==> src/rtl/pa_fspu_pipe.sv <==
// pa_fspu_pipe: two-stage FP special-op unit (sign-inject, FP/int moves, classify, optional min/max).
// Define FSPU_MINMAX_EN to build the FMIN/FMAX compare path and NV flag generation.
module pa_fspu_pipe #(
    parameter int FLEN = 32,
    parameter int XLEN = 32,
    parameter int TAGW = 4
) (
    input  logic            cpuclk,
    input  logic            cpurst,
    input  logic            fspu_flush,
    input  logic            fspu_in_vld,
    output logic            fspu_in_rdy,
    input  logic [3:0]      fspu_in_op,
    input  logic            fspu_in_dbl,
    input  logic [FLEN-1:0] fspu_in_srcf0,
    input  logic [FLEN-1:0] fspu_in_srcf1,
    input  logic [XLEN-1:0] fspu_in_srci,
    input  logic [TAGW-1:0] fspu_in_tag,
    output logic            fspu_out_vld,
    input  logic            fspu_out_rdy,
    output logic            fspu_out_dest_i,
    output logic [FLEN-1:0] fspu_out_rst,
    output logic [4:0]      fspu_out_fflags,
    output logic [TAGW-1:0] fspu_out_tag
);
    localparam logic [3:0] OP_FSGNJ  = 4'd0;
    localparam logic [3:0] OP_FSGNJN = 4'd1;
    localparam logic [3:0] OP_FSGNJX = 4'd2;
    localparam logic [3:0] OP_FMV_FX = 4'd3;
    localparam logic [3:0] OP_FMV_XF = 4'd4;
    localparam logic [3:0] OP_FCLASS = 4'd5;
    localparam logic [3:0] OP_FMIN   = 4'd6;
    localparam logic [3:0] OP_FMAX   = 4'd7;

    typedef struct packed {
        logic        sign;
        logic        zero;
        logic        sub;
        logic        norm;
        logic        inf;
        logic        snan;
        logic        qnan;
        logic [62:0] mag;
    } cls_t;

    // Single-precision operands that are not NaN-boxed read as canonical qNaN.
    function automatic logic [63:0] unbox(input logic [63:0] v, input logic dbl);
        if (dbl)
            return v;
        if (FLEN == 64 && v[63:32] != 32'hFFFF_FFFF)
            return 64'h0000_0000_7FC0_0000;
        return {32'h0, v[31:0]};
    endfunction

    function automatic cls_t classify(input logic [63:0] v, input logic dbl);
        cls_t c;
        logic e0, e1, mz, mq;
        if (dbl) begin
            c.sign = v[63];
            e0     = (v[62:52] == 11'h0);
            e1     = &v[62:52];
            mz     = (v[51:0] == 52'h0);
            mq     = v[51];
            c.mag  = v[62:0];
        end else begin
            c.sign = v[31];
            e0     = (v[30:23] == 8'h0);
            e1     = &v[30:23];
            mz     = (v[22:0] == 23'h0);
            mq     = v[22];
            c.mag  = {32'h0, v[30:0]};
        end
        c.zero = e0 & mz;
        c.sub  = e0 & ~mz;
        c.norm = ~e0 & ~e1;
        c.inf  = e1 & mz;
        c.snan = e1 & ~mz & ~mq;
        c.qnan = e1 & mq;
        return c;
    endfunction

    function automatic logic [63:0] box_s(input logic [31:0] v);
        return {32'hFFFF_FFFF, v};
    endfunction

    logic            s1_vld;
    logic [3:0]      s1_op;
    logic            s1_dbl;
    logic [FLEN-1:0] s1_srcf0;
    logic [FLEN-1:0] s1_srcf1;
    logic [XLEN-1:0] s1_srci;
    logic [TAGW-1:0] s1_tag;

    logic            s2_vld;
    logic [FLEN-1:0] s2_rst;
    logic [TAGW-1:0] s2_tag;
    logic            s2_dest_i;

    logic s2_adv;
    logic in_acc;

    assign s2_adv      = !s2_vld || fspu_out_rdy;
    assign fspu_in_rdy = !cpurst && !fspu_flush && (!s1_vld || s2_adv);
    assign in_acc      = fspu_in_vld && fspu_in_rdy;

    always_ff @(posedge cpuclk) begin
        if (cpurst)
            s1_vld <= 1'b0;
        else if (fspu_flush)
            s1_vld <= 1'b0;
        else if (in_acc)
            s1_vld <= 1'b1;
        else if (s2_adv)
            s1_vld <= 1'b0;
    end

    always_ff @(posedge cpuclk) begin
        if (in_acc) begin
            s1_op    <= fspu_in_op;
            s1_dbl   <= (FLEN == 64) && fspu_in_dbl;
            s1_srcf0 <= fspu_in_srcf0;
            s1_srcf1 <= fspu_in_srcf1;
            s1_srci  <= fspu_in_srci;
            s1_tag   <= fspu_in_tag;
        end
    end

    logic [63:0] f0_raw;
    logic [63:0] f0;
    logic [63:0] f1;
    logic [63:0] si;
    cls_t        cls0;
    logic        sgn1;
    logic        sgn_inj;
    logic [9:0]  fclass;
    logic [63:0] res;
    logic        res_nv;
    logic        res_dst;

    assign f0_raw = 64'(s1_srcf0);
    assign si     = 64'(s1_srci);
    assign f0     = unbox(f0_raw, s1_dbl);
    assign f1     = unbox(64'(s1_srcf1), s1_dbl);
    assign cls0   = classify(f0, s1_dbl);
    assign sgn1   = s1_dbl ? f1[63] : f1[31];

    assign fclass = {cls0.qnan, cls0.snan,
                     ~cls0.sign & cls0.inf, ~cls0.sign & cls0.norm,
                     ~cls0.sign & cls0.sub, ~cls0.sign & cls0.zero,
                     cls0.sign & cls0.zero, cls0.sign & cls0.sub,
                     cls0.sign & cls0.norm, cls0.sign & cls0.inf};

    always_comb begin
        case (s1_op[1:0])
            2'd0:    sgn_inj = sgn1;
            2'd1:    sgn_inj = ~sgn1;
            default: sgn_inj = cls0.sign ^ sgn1;
        endcase
    end

`ifdef FSPU_MINMAX_EN
    cls_t        cls1;
    logic        nan0;
    logic        nan1;
    logic        lt;
    logic        pick0;
    logic [63:0] pick;
    logic [63:0] mm_res;
    logic        mm_nv;

    assign cls1 = classify(f1, s1_dbl);

    // Sign first (so -0 < +0), then magnitude, mirrored for negatives.
    always_comb begin
        nan0  = cls0.snan | cls0.qnan;
        nan1  = cls1.snan | cls1.qnan;
        mm_nv = cls0.snan | cls1.snan;
        if (cls0.sign != cls1.sign)
            lt = cls0.sign;
        else if (cls0.sign)
            lt = cls0.mag > cls1.mag;
        else
            lt = cls0.mag < cls1.mag;
        if (nan1)
            pick0 = 1'b1;
        else if (nan0)
            pick0 = 1'b0;
        else
            pick0 = (s1_op == OP_FMIN) ? lt : ~lt;
        pick = pick0 ? f0 : f1;
        if (nan0 && nan1)
            mm_res = s1_dbl ? 64'h7FF8_0000_0000_0000 : box_s(32'h7FC0_0000);
        else
            mm_res = s1_dbl ? pick : box_s(pick[31:0]);
    end
`endif

    always_comb begin
        res     = '0;
        res_nv  = 1'b0;
        res_dst = 1'b0;
        case (s1_op)
            OP_FSGNJ, OP_FSGNJN, OP_FSGNJX: begin
                res = s1_dbl ? {sgn_inj, cls0.mag} : box_s({sgn_inj, cls0.mag[30:0]});
            end
            OP_FMV_FX: begin
                if (!s1_dbl)
                    res = box_s(si[31:0]);
                else if (XLEN == 64)
                    res = si;
            end
            OP_FMV_XF: begin
                res_dst = 1'b1;
                res     = s1_dbl ? f0_raw : {{32{f0_raw[31]}}, f0_raw[31:0]};
            end
            OP_FCLASS: begin
                res_dst = 1'b1;
                res     = {54'h0, fclass};
            end
`ifdef FSPU_MINMAX_EN
            OP_FMIN, OP_FMAX: begin
                res    = mm_res;
                res_nv = mm_nv;
            end
`endif
            default: ;
        endcase
    end

`ifdef FSPU_MINMAX_EN
    logic [4:0] s2_fflags;
    always_ff @(posedge cpuclk) begin
        if (cpurst)
            s2_fflags <= 5'h0;
        else if (s2_adv && s1_vld && !fspu_flush)
            s2_fflags <= {res_nv, 4'h0};
    end
    assign fspu_out_fflags = s2_fflags;
`else
    logic unused_nv;
    assign unused_nv       = res_nv;
    assign fspu_out_fflags = 5'h0;
`endif

    always_ff @(posedge cpuclk) begin
        if (cpurst) begin
            s2_vld    <= 1'b0;
            s2_rst    <= '0;
            s2_tag    <= '0;
            s2_dest_i <= 1'b0;
        end else begin
            if (fspu_flush)
                s2_vld <= 1'b0;
            else if (s2_adv)
                s2_vld <= s1_vld;
            if (s2_adv && s1_vld && !fspu_flush) begin
                s2_rst    <= res[FLEN-1:0];
                s2_tag    <= s1_tag;
                s2_dest_i <= res_dst;
            end
        end
    end

    assign fspu_out_vld    = s2_vld;
    assign fspu_out_rst    = s2_rst;
    assign fspu_out_tag    = s2_tag;
    assign fspu_out_dest_i = s2_dest_i;

endmodule
==> config.mk <==
export PLATFORM = sky130hd
export DESIGN_NAME = pa_fspu_pipe
export DESIGN_NICKNAME = d
export VERILOG_FILES = /design/src/rtl/pa_fspu_pipe.sv
export SDC_FILE = /design/constraint.sdc
export NUM_CORES = 1
export LEC_CHECK = 0
export BUFFER_PORTS_ARGS = -buffer_cell sky130_fd_sc_hd__buf_2
export CAP_MARGIN = 0
export CORE_MARGIN = 2
export CORE_UTILIZATION = 49
export CTS_CLUSTER_SIZE = 14
export DETAILED_ROUTE_END_ITERATION = 7
export PLACE_DENSITY = 0.79
export REMOVE_ABC_BUFFERS = 1
export SYNTH_ARGS = -nofsm -noshare
export SYNTH_HDL_FRONTEND = slang
export SYNTH_SLANG_ARGS = --single-unit
==> constraint.sdc <==
create_clock -name cpuclk -period 4.2 [get_ports cpuclk]
set_input_delay 0.84 -clock cpuclk [delete_from_list [all_inputs] [get_ports cpuclk]]
set_output_delay 0.84 -clock cpuclk [all_outputs]
set_load 0.02 [all_outputs]
==> impl_metrics.json, run 1 <==
{
  "grt_pass1_vias": 3083,
  "dieArea_um2": 9410,
  "drive_gt1_frac": 0.332,
  "ys_top_cells_by_area": "edfxtp_1, dfxtp_1, a221oi_1",
  "synth_cell_types": 48,
  "insertion_delay_ns": 0.35,
  "port_buffers": 116,
  "status": "completed",
  "synth_edf_count": 73,
  "cp.required_ns": 3.36,
  "hold_violations": 0,
  "num_rows": 33,
  "io_pins": 154,
  "ys.flop_type": "edfxtp_1",
  "synth_area_leader_cell": "edfxtp_1",
  "cts_buffers": 9,
  "ys_ff_latch": 112,
  "h-tree-depth": 3,
  "synth_cells": 317,
  "tightest_slew_ns": 0.930,
  "fill_cells": 668,
  "critPathKind": "in -> out",
  "yosys_warnings": 0,
  "cp-end-kind": "primary output",
  "die_y_um": 97.0,
  "vias": 3045,
  "antenna_left": 0,
  "final_common_cell": "buf_2",
  "cp_max_fo": 6,
  "post-route-period-util": 0.595,
  "final_cell_area_um2": 5040,
  "post-route-min-period_ns": 2.50,
  "drt_first_pass_iters": 5,
  "grt-ovfl-total": 0,
  "synth_top_area_frac": 0.517,
  "synth.avg_cell_area_um2": 13.4,
  "cts_setup_buffers": 0,
  "drt-initial-drc-count": 199,
  "cts.reportedPaths.clkPinSlew_ns": 0.09,
  "cts-resized-gates": 0,
  "via_per_inst": 5.68,
  "cts_tree": "yes",
  "gp_congestion": 0.814,
  "leakage_nw": 1.92,
  "drc": 0,
  "ir_worst_vdd_uv": 340,
  "antenna_found_initial": 0,
  "maxSlewHeadroom": 0.380,
  "syn2layout_area_growth_pct": 19.0,
  "detail_route.wl_per_cell_um": 17.6,
  "synth_area_um2": 4240,
  "grt_max_degree": 74,
  "p_per_area_nw_per_um2": 385,
  "dp_hpwl_um": 6350,
  "placeableCoreArea_um2": 8300,
  "async_reset_ff_frac": 0,
  "rsz0062_at_grt": "no",
  "clock-sinks": 112,
  "skew_ns": 0.0102,
  "placed_area_um2": 4870,
  "start_util": 0.511,
  "yosysSeqAreaShare": 0.701,
  "setup.worst_path.start_class": "input port",
  "cts_hold_buffers": 0,
  "cts.root.buffer_cell": "clkbuf_8",
  "hold_path.class": "reg -> reg",
  "setup_tns_ns": 0,
  "crit_arrival_ns": 1.66,
  "cap_violations": 0,
  "fmax_ghz": 0.400,
  "grt.total_usage": 0.203,
  "setup_viol": 0,
  "antenna_cells": 0,
  "grt_pass1_wl_um": 15000,
  "clockBufferDepth": 2,
  "die_x_um": 97.0,
  "fin_util": 0.608,
  "nNetsFinal": 536,
  "drv_slew": 0,
  "finalWirelength_um": 9440,
  "final_cell_mix": "buf_2, edfxtp_1, dfxtp_1"
}
==> registers in the layout, summed over array words and instances, names as in the netlist <==
signal and cells:
s1_tag 4, s1_srcf1 1, s1_srcf0 32, s1_op 4, fspu_out_rst 32, fspu_out_vld 1, fspu_out_dest_i 1, s1_vld 1
fspu_out_tag 4, s1_srci 32
==> cells by family after synthesis <==
family | after synthesis | share of synthesized area
compound gates | 66 | 0.118
xor+xnor | 1 | 0.00207
fa+ha+maj | 1 | 0.00236
buf+inv | 26 | 0.0304
flops | 112 | 0.701
mux | 1 | 0.00236
other cells | 1 | 0.000885
simple gates | 109 | 0.143
==> per-layer routing <==
metal / vias to the layer above / GRT usage / routed length [um]
met2: 120 / 0.348 / 4750
li1: 1445 / - / -
met5: - / 0 / 0
met1: 1467 / 0.240 / 3820
met3: 13 / 0.0585 / 739
met4: 0 / 0.0845 / 142
==> report_power, final <==
group | switching [mW] | total [mW] | internal [mW] | leakage [nW]
registers | 0.0254 | 1.24 | 1.22 | 0.986
clock network | 0.349 | 0.569 | 0.220 | 0.0858
logic | 0.0754 | 0.126 | 0.0511 | 0.847
==> worst paths after layout <==
path / from / end / slack, ns / depth (start not counted)
worst min-delay path: fspu_out_tag[2] / fspu_out_tag[2] / 0.46 / 2
worst min register to register: fspu_out_tag[2] / fspu_out_tag[2] / 0.46 / 2
worst max-delay path: fspu_out_rdy / fspu_in_rdy / 1.70 / 4
worst max register to register: s1_op[1] / fspu_out_rst[7] / 1.78 / 5
==> metrics by stage <==
step	setup slack, ns	power, mW	hold WS [ns]	std cells
3_5_place_dp	1.35	1.40	0.446	520
3_3_place_gp	1.45	1.39	0.438	520
4_1_cts	1.70	1.96	0.460	536
5_1_grt	1.60	2.02	0.482	536
6_report	1.70	1.94	0.455	536
2_1_floorplan	0.389	1.32	0.466	296
==> Yosys cell counts, drive strengths merged (4+ instances only) <==
cell type / count
edfxtp: 73
dfxtp: 39
nor2: 27
nor3: 26
a221oi: 24
nand2: 19
buf: 15
a21oi: 14
clkbuf: 10
nor4: 10
a222oi: 5
nand4: 5
o21ai: 4
==> final cells by class <==
| type | count | area (um2) | share of cell area |
|---|---|---|---|
| Sequential cell | 112 | 2970 | 0.589 |
| Inverter | 1 | 3.75 | 0.000744 |
| Multi-Input combinational cell | 183 | 1160 | 0.230 |
| Tap cell | 105 | 131 | 0.0260 |
| Clock buffer | 10 | 128 | 0.0253 |
| Timing Repair Buffer | 119 | 603 | 0.120 |
| Clock inverter | 6 | 45.0 | 0.00893 |
==> worst max-delay path: stages <==
cell and delay (ns):
buf_2 0.10, nor2b_1 0.36, a211oi_1 0.17, buf_2 0.19
Power figures use the tool's default switching activity.
==> run 2: changes to the inputs <==
--- a/config.mk
+++ b/config.mk
@@ -5,13 +5,14 @@
 export SDC_FILE = /design/constraint.sdc
 export NUM_CORES = 1
 export LEC_CHECK = 0
+export ABC_AREA = 1
 export BUFFER_PORTS_ARGS = -buffer_cell sky130_fd_sc_hd__buf_2
 export CAP_MARGIN = 0
 export CORE_MARGIN = 2
-export CORE_UTILIZATION = 49
+export CORE_UTILIZATION = 45
 export CTS_CLUSTER_SIZE = 14
 export DETAILED_ROUTE_END_ITERATION = 7
-export PLACE_DENSITY = 0.79
+export PLACE_DENSITY = 0.76
 export REMOVE_ABC_BUFFERS = 1
 export SYNTH_ARGS = -nofsm -noshare
 export SYNTH_HDL_FRONTEND = slang
==> constraint.sdc (replaced) <==
create_clock -name cpuclk -period 2.03 [get_ports cpuclk]
set_input_delay 0.406 -clock cpuclk [delete_from_list [all_inputs] [get_ports cpuclk]]
set_output_delay 0.406 -clock cpuclk [all_outputs]
set_load 0.02 [all_outputs]
==> run 2 against run 1 <==
  * Global-route usage shrank 3.3 points
  * Cell area grew 5.5%
  * Utilization shrank 5.6 points
  * Power grew 100%
  * Critical path depth grew 4
  * Clock skew grew 0.0010 ns
  * Sequential share of layout area shrank 3.1 points
  * Wire length shrank 3.9%
  * Critical path type is now reg -> reg
  * Critical endpoint is now s1_srcf0[17]
  * Largest cell class unchanged
==> impl_metrics.json, run 2 <==
{
  "total_power_mw": 3.92,
  "leakage_nw": 2.09,
  "drc": 0,
  "cpMostUsedCell": "inv_1",
  "placeableCoreArea_um2": 9640,
  "tightest_slew_ns": 0.875,
  "die_x_um": 103,
  "max_stage_delay_ns": 0.67,
  "post-route-period-util": 0.962,
  "cts_buffers": 9,
  "ys_top_cells_by_area": "edfxtp_1, dfxtp_1, nand2_1",
  "path_cells": "inv_1, nor2_1, inv_1, nor2_1, inv_1, nand2_2, nor2_4, buf_12",
  "setup_viol": 0,
  "antenna_left": 0,
  "cp-end-kind": "flop",
  "ys.flop_type": "edfxtp_1",
  "rsz0062_at_grt": "yes",
  "cp_max_fo": 30,
  "ys_top_cells_by_count": "nand2_1, edfxtp_1, dfxtp_1",
  "finalWirelength_um": 9080,
  "grt_max_degree": 38,
  "synth_cells": 391,
  "clock-sinks": 112,
  "clockBufferDepth": 2,
  "yosysSeqAreaShare": 0.674,
  "drive_gt1_frac": 0.338,
  "crit_arrival_ns": 2.01,
  "cap_violations": 0,
  "cts.root.buffer_cell": "clkbuf_8",
  "synth_area_um2": 4410,
  "drt-initial-drc-count": 100,
  "final_cell_mix": "buf_2, nand2_1, edfxtp_1",
  "yosys_warnings": 0,
  "final_cells": 650,
  "synth_cell_types": 29,
  "dp.cells": 634,
  "antenna_cells": 0,
  "ir_worst_vdd_uv": 380,
  "cp.required_ns": 2.09,
  "io_pins": 154,
  "async_reset_ff_frac": 0,
  "final_common_cell": "buf_2",
  "cts.reportedPaths.clkPinSlew_ns": 0.10,
  "pre_cts_ws_ns": -0.0809,
  "antenna_found_initial": 0,
  "dp_hpwl_um": 6400,
  "start_util": 0.458,
  "critPathSlowestCell": "nor2_4",
  "via_per_inst": 4.76,
  "p_per_area_nw_per_um2": 737,
  "die_y_um": 103,
  "port_buffers": 116,
  "hold_path.class": "in -> reg",
  "fin_ws_ns": 0.0772,
  "synth_edf_count": 73,
  "setup.worst_path.start_class": "flop",
  "drt_first_pass_iters": 4,
  "h-tree-depth": 3,
  "setup_tns_ns": 0,
  "drv_slew": 0,
  "gp_congestion": 0.818,
  "fmax_ghz": 0.512,
  "num_rows": 36,
  "detail_route.wl_per_cell_um": 14.0,
  "synth_top_area_frac": 0.497,
  "insertion_delay_ns": 0.36,
  "syn2layout_area_growth_pct": 20.7,
  "fin_util": 0.552,
  "grt_pass1_vias": 2777,
  "placed_area_um2": 5140,
  "post-route-min-period_ns": 1.95,
  "yosysMostFrequentCell": "nand2_1",
  "grt-ovfl-total": 0,
  "dieArea_um2": 10600,
  "synth.avg_cell_area_um2": 11.3,
  "vias": 3091,
  "grt_pass1_wl_um": 13400,
  "hold_violations": 0,
  "status": "completed",
  "grt.total_usage": 0.170,
  "synth_area_leader_cell": "edfxtp_1",
  "hold_ws_ns": 0.212,
  "skew_ns": 0.0113,
  "nNetsFinal": 622,
  "maxSlewHeadroom": 0.415,
  "final_cell_area_um2": 5320,
  "critPathKind": "reg -> reg",
  "cts_tree": "yes",
  "ys_ff_latch": 112
}
-- run 2: per-layer routing --
layer	track usage	wire (um)	vias to the layer above
met2	0.273	4410	97
met5	0	0	-
met1	0.233	4020	1428
li1	-	-	1558
met3	0.0366	564	8
met4	0.0516	80	0
-- run 2: power by group --
part           internal (mW)  leakage (nW)  total (mW)  switching (mW)
Combinational         0.0969          1.03       0.232           0.135
Clock                  0.482        0.0748        1.19           0.704
Sequential              2.48         0.985        2.50          0.0220
Total                   3.06          2.09        3.92           0.861
-- run 2: worst paths after layout --
path	cells after the start	slack, ns	start	end
max	8	0.08	fspu_out_vld	s1_srcf0[17]
min	1	0.21	fspu_in_srci[13]	s1_srci[13]
max reg2reg	8	0.08	fspu_out_vld	s1_srcf0[17]
min reg2reg	2	0.46	fspu_out_tag[3]	fspu_out_tag[3]
-- run 2: cells by family after synthesis --
| family | share of synthesized area |
|---|---|
| simple gates | 0.156 |
| other cells | 0.000850 |
| buf+inv | 0.0584 |
| compound gates | 0.111 |
| flops | 0.674 |
-- run 2: critical path, delay by kind of cell, from the launching register on --
family | cells | cell delay [ns]
simple gates | 4 | 0.83
flops | 1 | 0.32
buf+inv | 4 | 0.48
-- run 2: area by class of cell --
type	count	area, um2
Clock buffer	12	145
Clock inverter	4	30.0
Fill cell	905	4320
Inverter	24	91.3
Multi-Input combinational cell	238	1210
Sequential cell	112	2970
Tap cell	133	166
Timing Repair Buffer	127	704
-- run 2: timing repair --
item / CTS / global route
setup endpoints to repair: 0 / 48
gates resized for setup: 0 / 2
hold endpoints to repair: 0 / 0
buffers inserted: 0 / 0
hold buffers: 0 / 0
==> run 3: changes to the inputs <==
--- a/config.mk
+++ b/config.mk
@@ -6,13 +6,14 @@
 export NUM_CORES = 1
 export LEC_CHECK = 0
 export ABC_AREA = 1
-export BUFFER_PORTS_ARGS = -buffer_cell sky130_fd_sc_hd__buf_2
 export CAP_MARGIN = 0
 export CORE_MARGIN = 2
-export CORE_UTILIZATION = 45
+export CORE_UTILIZATION = 55
 export CTS_CLUSTER_SIZE = 14
 export DETAILED_ROUTE_END_ITERATION = 7
-export PLACE_DENSITY = 0.76
+export DONT_BUFFER_PORTS = 1
+export MAX_ROUTING_LAYER = met4
+export PLACE_DENSITY = 0.73
 export REMOVE_ABC_BUFFERS = 1
 export SYNTH_ARGS = -nofsm -noshare
 export SYNTH_HDL_FRONTEND = slang
==> run 3 against run 2 <==
  * Flip-flop and latch count unchanged
  * Fmax increased by 6.0%
  * Clock-buffer cell count is 3 lower
  * Via count is 13% lower
  * Clock skew grew 0.0012 ns
  * Utilization is 4.9 points higher
  * Cell area decreased by 12%
  * Sequential power hardly changed
  * Global-route usage grew 3.9 points
  * Wire length fell by 5.8%
  * Largest cell class unchanged
  * Largest power group unchanged
==> impl_metrics.json, run 3 (synthesis gave the netlist of run 2 again) <==
{
  "status": "completed",
  "grt.total_usage": 0.208,
  "drive_gt1_frac": 0.145,
  "hold_violations": 0,
  "fmax_ghz": 0.543,
  "cts-resized-gates": 0,
  "insertion_delay_ns": 0.36,
  "crit_arrival_ns": 1.91,
  "detail_route.wl_per_cell_um": 17.0,
  "placeableCoreArea_um2": 7770,
  "critPathKind": "reg -> reg",
  "fin_util": 0.601,
  "p_per_area_nw_per_um2": 821,
  "drv_slew": 0,
  "power_frac_comb": 0.032,
  "cp.required_ns": 2.10,
  "gp_congestion": 0.826,
  "drt-initial-drc-count": 122,
  "grt_max_degree": 39,
  "cpMostUsedCell": "inv_1",
  "syn2layout_area_growth_pct": 5.79,
  "power_frac_seq": 0.656,
  "num_rows": 32,
  "critPathSlowestCell": "nor2_4",
  "cts_hold_buffers": 0,
  "final_common_cell": "nand2_1",
  "cp-end-kind": "flop",
  "clock-sinks": 112,
  "drc": 0,
  "via_per_inst": 5.38,
  "cts_tree": "yes",
  "p_int_mw": 2.98,
  "cts_buffers": 9,
  "clockBufferDepth": 2,
  "max_stage_delay_ns": 0.49,
  "leakage_nw": 1.56,
  "path_cells": "inv_1, nor2_1, inv_1, nor2_1, inv_1, nand2_1, nor2_4, buf_4",
  "vias": 2702,
  "nNetsFinal": 505,
  "start_util": 0.568,
  "setup.worst_path.start_class": "flop",
  "port_buffers": 0,
  "tightest_slew_ns": 0.779,
  "io_pins": 154,
  "hold_ws_ns": 0.101,
  "h-tree-depth": 3,
  "setup_viol": 0,
  "hold_path.class": "in -> reg",
  "rsz0062_at_grt": "no",
  "ir_worst_vdd_uv": 464,
  "clkPwrFrac": 0.312,
  "final_cell_mix": "nand2_1, edfxtp_1, dfxtp_1",
  "switching_share": 0.223,
  "post-route-period-util": 0.907,
  "dieArea_um2": 8750,
  "grt_pass1_vias": 2669,
  "grt-ovfl-total": 0,
  "finalWirelength_um": 8550,
  "drt_first_pass_iters": 5,
  "die_x_um": 93.6,
  "grt_pass1_wl_um": 13200,
  "cp_max_fo": 14,
  "antenna_left": 0,
  "skew_ns": 0.0125,
  "antenna_cells": 0,
  "maxSlewHeadroom": 0.480,
  "fill_cells": 641,
  "cap_violations": 0,
  "p_sw_uw": 854,
  "die_y_um": 93.6,
  "post-route-min-period_ns": 1.84,
  "cts.reportedPaths.clkPinSlew_ns": 0.10,
  "antenna_found_initial": 0,
  "cts.root.buffer_cell": "clkbuf_8",
  "dp_hpwl_um": 5930
}
## run 3: cell count changes in the layout (fill, tap and decap cells not counted), sizes merged
cell and delta:
buf -118, clkbuf -3, clkinv +3, clkinvlp -3
inv +3, nor2 +1
## run 3: power by group through the flow
stage / sequential [mW] / clock [mW] / combinational [mW]
5_1_grt: 2.52 / 1.32 / 0.136
6_report: 2.51 / 1.20 / 0.122
4_1_cts: 2.51 / 1.24 / 0.123
3_3_place_gp: 2.56 / 0 / 0.116
2_1_floorplan: 2.56 / 0 / 0.0840
3_5_place_dp: 2.57 / 0 / 0.120
## run 3: cell type report
type,count,area (um2),area share
clock buffer,9,124,0.0265
clock inverter,7,55.1,0.0118
inverter,24,91.3,0.0196
multi-input combinational,239,1210,0.260
sequential,112,2970,0.637
tap,102,128,0.0274
timing repair buffer,9,80.1,0.0172
## run 3: stage by stage
step / area [um2] / setup WS [ns] / total power [mW] / setup TNS (ns) / instances
2_1_floorplan: 4260 / -2.21 / 2.65 / -175.40 / 374
3_3_place_gp: 4480 / 0.0567 / 2.68 / 0 / 485
3_5_place_dp: 4480 / -0.0632 / 2.69 / -1.43 / 485
4_1_cts: 4670 / 0.174 / 3.87 / 0 / 502
5_1_grt: 4670 / 0.0123 / 3.98 / 0 / 502
6_report: 4670 / 0.188 / 3.83 / 0 / 502
## run 3: worst paths after layout
path                startpoint         endpoint  slack, ns  cells past startpoint
setup reg to reg  fspu_out_vld     s1_srcf0[21]       0.19                      8
hold / removal          cpurst  fspu_out_tag[1]       0.10                      1
hold reg to reg      s1_tag[1]  fspu_out_tag[1]       0.52                      2
setup / recovery  fspu_out_vld     s1_srcf0[21]       0.19                      8
## run 3: routing by layer
layer | GRT usage | wire length [um] | up-vias
met5 | - | 0 | -
met4 | 0.0676 | 110 | 0
met3 | 0.0661 | 692 | 12
met2 | 0.344 | 4290 | 106
met1 | 0.245 | 3450 | 1251
li1 | - | - | 1333
## run 3: repair_timing
| item | CTS | global route |
|---|---|---|
| setup buffers | 0 | 0 |
| endpoints found under the hold margin | 0 | 0 |
| endpoints found under the setup margin | 13 | 0 |
## run 3: critical path: cells and delay by family, from the launching register on
kind / cells / cell delay (ns)
buffers and inverters: 4 / 0.49
AND/OR/NAND/NOR: 4 / 0.72
flip-flops: 1 / 0.33
